### config.mk
export PLATFORM = sky130hd
export DESIGN_NAME = ascon_perm_ctrl
export DESIGN_NICKNAME = d
export VERILOG_FILES = /design/src/rtl/ascon_perm_ctrl.sv
export SDC_FILE = /design/constraint.sdc
export NUM_CORES = 1
export LEC_CHECK = 0
export CORE_MARGIN = 10
export CORE_UTILIZATION = 35
export DETAILED_ROUTE_END_ITERATION = 8
export PLACE_DENSITY = 0.69
export RECOVER_POWER = 25
export SYNTH_ARGS = -nofsm -noshare
export SYNTH_HDL_FRONTEND = slang
export SYNTH_SLANG_ARGS = --single-unit
### constraint.sdc
create_clock -name clock_i -period 3.7 [get_ports clock_i]
set_clock_uncertainty 0.1 [all_clocks]
set_input_delay 0.74 -clock clock_i [delete_from_list [all_inputs] [get_ports clock_i]]
set_output_delay 0.74 -clock clock_i [all_outputs]
set_load 0.01 [all_outputs]
### src/rtl/ascon_perm_ctrl.sv
`default_nettype none
// ============================================================================
// Module      : ascon_perm_ctrl
// Description : Round scheduler for the Ascon permutation datapath. It accepts
//               p12/p8/p6 requests and drives one round per cycle. The result
//               is then held valid until the consumer acknowledges it.
//               Optional feature: define ASCON_PERM_ABORT_EN to add abort_i.
// Revision    : 1.0 - initial release
// ============================================================================
module ascon_perm_ctrl #(
  parameter int MAX_ROUNDS = 12,
  parameter int CNT_W      = 4
) (
  input  logic             clock_i,
  input  logic             reset_i,
  input  logic             start_i,
  input  logic [1:0]       mode_i,
  output logic             ready_o,
  output logic             sel_init_o,
  output logic             en_state_o,
  output logic [CNT_W-1:0] round_o,
  output logic [7:0]       const_o,
  output logic             valid_o,
  input  logic             ack_i,
`ifdef ASCON_PERM_ABORT_EN
  input  logic             abort_i,
`endif
  output logic             busy_o,
  output logic             err_o
);

  typedef enum logic [1:0] {
    S_IDLE = 2'd0,
    S_RUN  = 2'd1,
    S_DONE = 2'd2
  } state_t;

  localparam logic [CNT_W-1:0] C_LAST_IDX  = CNT_W'(MAX_ROUNDS - 1);
  localparam logic [CNT_W-1:0] C_START_P12 = CNT_W'(MAX_ROUNDS - 12);
  localparam logic [CNT_W-1:0] C_START_P8  = CNT_W'(MAX_ROUNDS - 8);
  localparam logic [CNT_W-1:0] C_START_P6  = CNT_W'(MAX_ROUNDS - 6);

  state_t           state_q, state_d;
  logic [CNT_W-1:0] cnt_q, cnt_d;

  logic             w_start;
  logic             w_mode_ok;
  logic             w_abort;
  logic [CNT_W-1:0] w_start_idx;
  logic [3:0]       w_r_lo;

  // Start is masked while reset is held so the enable stays low asynchronously.
  assign w_start = start_i & ~reset_i;

`ifdef ASCON_PERM_ABORT_EN
  assign w_abort = abort_i;
`else
  assign w_abort = 1'b0;
`endif

  always_comb begin
    w_mode_ok   = 1'b1;
    w_start_idx = C_START_P12;
    case (mode_i)
      2'b00:   w_start_idx = C_START_P12;
      2'b01:   w_start_idx = C_START_P8;
      2'b10:   w_start_idx = C_START_P6;
      default: w_mode_ok   = 1'b0;
    endcase
  end

  always_ff @(posedge clock_i or posedge reset_i) begin
    if (reset_i) begin
      state_q <= S_IDLE;
      cnt_q   <= '0;
    end else begin
      state_q <= state_d;
      cnt_q   <= cnt_d;
    end
  end

  always_comb begin
    state_d    = state_q;
    cnt_d      = cnt_q;
    ready_o    = 1'b0;
    sel_init_o = 1'b0;
    en_state_o = 1'b0;
    round_o    = cnt_q;
    valid_o    = 1'b0;
    busy_o     = 1'b0;
    err_o      = 1'b0;

    case (state_q)
      S_IDLE: begin
        ready_o = 1'b1;
        if (w_start) begin
          if (w_mode_ok) begin
            // The first round runs in the accept cycle on the external state.
            sel_init_o = 1'b1;
            en_state_o = 1'b1;
            round_o    = w_start_idx;
            cnt_d      = w_start_idx + CNT_W'(1);
            state_d    = S_RUN;
          end else begin
            err_o = 1'b1;
          end
        end
      end

      S_RUN: begin
        busy_o = 1'b1;
        if (w_abort) begin
          state_d = S_IDLE;
          cnt_d   = '0;
        end else begin
          en_state_o = 1'b1;
          if (cnt_q == C_LAST_IDX) begin
            state_d = S_DONE;
          end else begin
            cnt_d = cnt_q + CNT_W'(1);
          end
        end
      end

      S_DONE: begin
        valid_o = ~w_abort;
        if (w_abort || ack_i) begin
          state_d = S_IDLE;
          cnt_d   = '0;
        end
      end

      default: begin
        state_d = S_IDLE;
        cnt_d   = '0;
      end
    endcase
  end

  assign w_r_lo  = 4'(round_o);
  assign const_o = {4'd15 - w_r_lo, w_r_lo};

endmodule
`default_nettype wire

After elaboration in Yosys (flattened, before gate mapping)
Cells that the tools add are included.

word-level totals
  word-level logic and storage cells = 47
  register bits = 6

operators by class
  bitwise logic cells = 2
  $add $sub $neg = 3
  reductions and logical operators = 5
  eq/ne operators = 10
  multiplexer cells = 25

operator list
  operator             number
  $mux 4               7
  $pmux 4 s3           1
  $mux 1               10
  $ne 2x2->1 const B   5
  $add 4x1->4 const B  2
  $mux 2               4
  $reduce_and 4->1     2
  $pmux 2 s3           1
  $pmux 3 s2           1
  $eq 2x1->1 const B   2
  $eq 2x2->1 const B   2
  $eq 4x4->1 const B   1
  $logic_not 2->1      2
  $sub 4x4->4 const A  1
  $reduce_or 3->1      1
  $pmux 1 s2           1
  $and 1x1->1          1
  $not 1->1            1

Depth between registers and ports, before layout
  word-level depth = 7
  mapped depth = 8
  gate-level depth less buffers = 8

Least setup slack after synthesis
OpenSTA, ideal clock, no wires.

  kind = input port to output port
  from = in reset_i
  to = out round_o[1]
  data required time = 2.860 ns
  arrival time = 2.019 ns
  stages on the path = 6
  setup slack = 0.841 ns
  buffers on the path = 2
  path through = or4b_4 nand2b_4 buf_6 clkinv_4 mux2_4 buf_4

on the way
  cells in the longest elaborated chain, start to end = 4

ends and longest elaborated chain
  what         line  text
  from (decl)  15    input logic reset_i,
  $not 1->1    53    assign w_start = start_i & ~reset_i;
  $and 1x1->1  53
  $mux 4       96    if (w_start) begin
  $mux 4       93    case (state_q)
  to (decl)    21    output logic [CNT_W-1:0] round_o,

Every way passes these cells.

Worst setup path after layout
  from = in reset_i
  to = out const_o[1]

on the way
  cells in the longest elaborated chain, start to end = 4

ends and longest elaborated chain
  what         line  text
  $not 1->1    53
  $and 1x1->1  53
  $mux 4       96
  $mux 4       93
  to (decl)    22    output logic [7:0] const_o,

Every way passes these cells.

==> key figures <==
Status
  – Outcome: finished clean

STA
  – Slew margin rel.: 0.786
  – Min Tclk post-route: 3600 ps
  – Crit share post-route: 0.972
  – Final Hold Viols: 0
  – Fmax: ~280 MHz
  – RSZ-0062 raised after global routing: false
  – Final Worst Setup Slack: between 100 and 150 ps
  – Slew Viols, Final: 0
  – Worst-margin pin slew: 321 ps
  – Setup TNS Final: 0 ps
  – Final setup fails: 0

Worst setup path
  – R2R setup slack: roughly 1500 ps
  – Crit. End Element: output pin
  – Worst Setup Start Kind: input pin
  – CP required: roughly 2900 ps
  – Crit path to: const_o[1]
  – Reg2Reg Depth: 8
  – Setup Crit Path Kind: input pin to output pin
  – Crit. Startpoint: reset_i
  – RR Startpoint: state_q[1]
  – Worst path arrival time: 2760 ps
  – CP max FO: 8
  – Reg-to-reg endpoint: cnt_q[2]

Power
  – Power density over the cells: 760 nW/um2
  – Gate power share: 0.671
  – Register share of total power: 0.224
  – Leak: roughly 0.37 nW
  – Sw Share: 0.396
  – Total chip power: about 0.58 mW
  – Peak ir drop on the vdd network: approximately 0.32 mV
  – Switching pwr: 0.230 mW
  – Clk pwr share: 0.105
  – Int Power: ~0.35 mW

Place
  – RD Place Congestion: ~0.85
  – Port bufs: 23
  – Cell count after placement: 93
  – Post-place setup slack: 89.0 ps
  – Dpl hpwl: roughly 1100 um

Synth
  – Mapped Avg Cell Area: 9.06 um2
  – Most area-consuming cells after synthesis: dfrtp_1, ha_1, a22o_1, buf_4, or4b_4
  – Xor-xnor portion of the synthesized cell area: 0.0328
  – Synth top cells by count: nand2_1, dfrtp_1, inv_1
  – Top-count cell post-synth: nand2_1
  – Main combinational cell family by area after synthesis: simple AND/OR/NAND/NOR gates
  – Net count after synthesis: 68
  – Area share of the largest cell type after synthesis: 0.281
  – Multiplexer share of the synthesized area: 0.0468
  – Synth Cell Area: between 500 and 600 um2
  – Sequential share of the synthesized area: 0.281
  – Synth area leader: dfrtp_1
  – Cells after Synth: around 60
  – Post-Synth Simple-Gate Area: 0.269
  – Compound-cell area share of the yosys netlist: 0.164
  – Number of synthesized register bits: 6
  – Adder-cell share of the synthesized area: 0.0703
  – Synth warn: 0
  – Post-synthesis cell type count: 28
  – Top_reg_cell synth: dfrtp_1
  – Post-synth EDFFs: 0
  – FFs w/ async S/R, synth: 1.00

Routing
  – Post-route ant nets: 0
  – Vias per cell: between 5 and 6
  – DR DRC count: 0
  – Vias: 501
  – DR WL/cell: between 10 and 15 um
  – Initial DRC count: 9
  – First-pass iteration count of the detailed router: 4
  – Drt total wl: around 1400 um

Floorplanning
  – FP Rows: 14
  – Initial Util: 0.363
  – Die Span Y: roughly 59 um
  – Die ar.: roughly 3500 um2
  – Chip Width: 59.1 um
  – Core area: about 1500 um2
  – I/O pin count: 24

Finish
  – # diodes: 0
  – Fin util: 0.520
  – Layout cells sized above 1: 0.100
  – Layout Cells excl Fill: 96
  – Area growth from synthesis to layout: 43.3%
  – Nets: 91
  – Fillers: 151

Clock tree
  – Post-cts hold buffer count: 0
  – Max clock buf depth: 2
  – CTS H-tree lvls: 1
  – CTS Buf Count: 3
  – CTS tree: built
  – CTS root buffer: clkbuf_4
  – Worst-path clk slew: 40 ps
  – Clock Latency Late Sink: around 250 ps
  – Resized cells post-CTS: 0
  – Clk sinks: 6
  – Postcts setup bufs: 0

GRT
  – GRT Resource Usage Total: 0.0818
  – Pin count of the biggest net entering global routing: 9
  – Initial antenna violation count: 0
  – GRT Residual Overflow: 0
  – Vias in the first global route: just over 500
  – First-pass GRT wire length: about 2300 um

Flow run
  – # Max-Cap Violations: 0

Worst hold path
  – Min-delay worst type: flop to flop
## metal layers
layer	global-route usage	vias up	part of all wire
met5	0	-	0
met4	0.0393	0	0.014
met3	0.0451	4	0.091
met2	0.132	17	0.47
met1	0.0838	232	0.42
li1	-	248	-
## layout by cell type (no fill, tap or decap), drive strengths merged
master,count
mux2,1
o32a,1
dfrtp,6
and2,2
nor3,1
clkinv,1
nand2b,2
nand3,2
and2b,1
dlygate4sd3,1
or4b,2
ha,3
mux2i,1
a21o,1
nor2,2
a21oi,2
and4b,1
o21ai,2
clkdlybuf4s50,22
nand2,7
or4bb,1
and3,1
a22o,4
o22ai,1
o2bb2ai,1
inv,6
xor2,2
clkbuf,3
## cell families after synthesis
kind of cell	count (synthesis)
AOI/OAI and AO/OA	12
xor gates and xnor gates	2
adders and majority gates	3
buffers and inverters	12
DFF	6
muxes	2
and+or+nand+nor	22
## power by group through the flow
stage          logic [mW]  clock network (mW)  registers [mW]
2_1_floorplan       0.233                   0           0.119
5_1_grt             0.425              0.0674           0.137
6_report            0.390              0.0612           0.130
3_3_place_gp        0.394                   0           0.130
4_1_cts             0.398              0.0656           0.131
3_5_place_dp        0.396                   0           0.130
## sequential cells by signal (all words and copies together) (netlist names)
signal / cells
cnt_q: 4
state_q: 2
## critical path: stages
cell and delay, ps:
clkdlybuf4s50_1 440, or4b_4 520, nand2b_4 200, clkinv_4 70, mux2_4 300, clkdlybuf4s50_1 490
## through the flow
step	cell area, um2	hold slack, ps
floorplan	534	431
global placement	743	481
detailed placement	743	494
CTS	766	507
global route	766	545
finish	766	501
## worst min-delay path by stage
stage                   from  endpoint  slack (ps)  cells past startpoint
finish              cnt_q[2]  cnt_q[2]         500                      1
global route        cnt_q[1]  cnt_q[1]         550                      1
CTS                 cnt_q[2]  cnt_q[2]         510                      1
detailed placement  cnt_q[2]  cnt_q[2]         490                      1
global placement    cnt_q[3]  cnt_q[3]         480                      2
floorplan            reset_i  cnt_q[0]         430                      1
## layout make-up
type | count | area, um2 | area share
Sequential cell | 6 | 150 | 0.196
Clock buffer | 3 | 22.5 | 0.0294
Multi-Input combinational cell | 41 | 312 | 0.407
Inverter | 7 | 31.3 | 0.0408
Tap cell | 16 | 20.0 | 0.0261
Timing Repair Buffer | 23 | 230 | 0.301
Power figures use the tool's default switching activity.
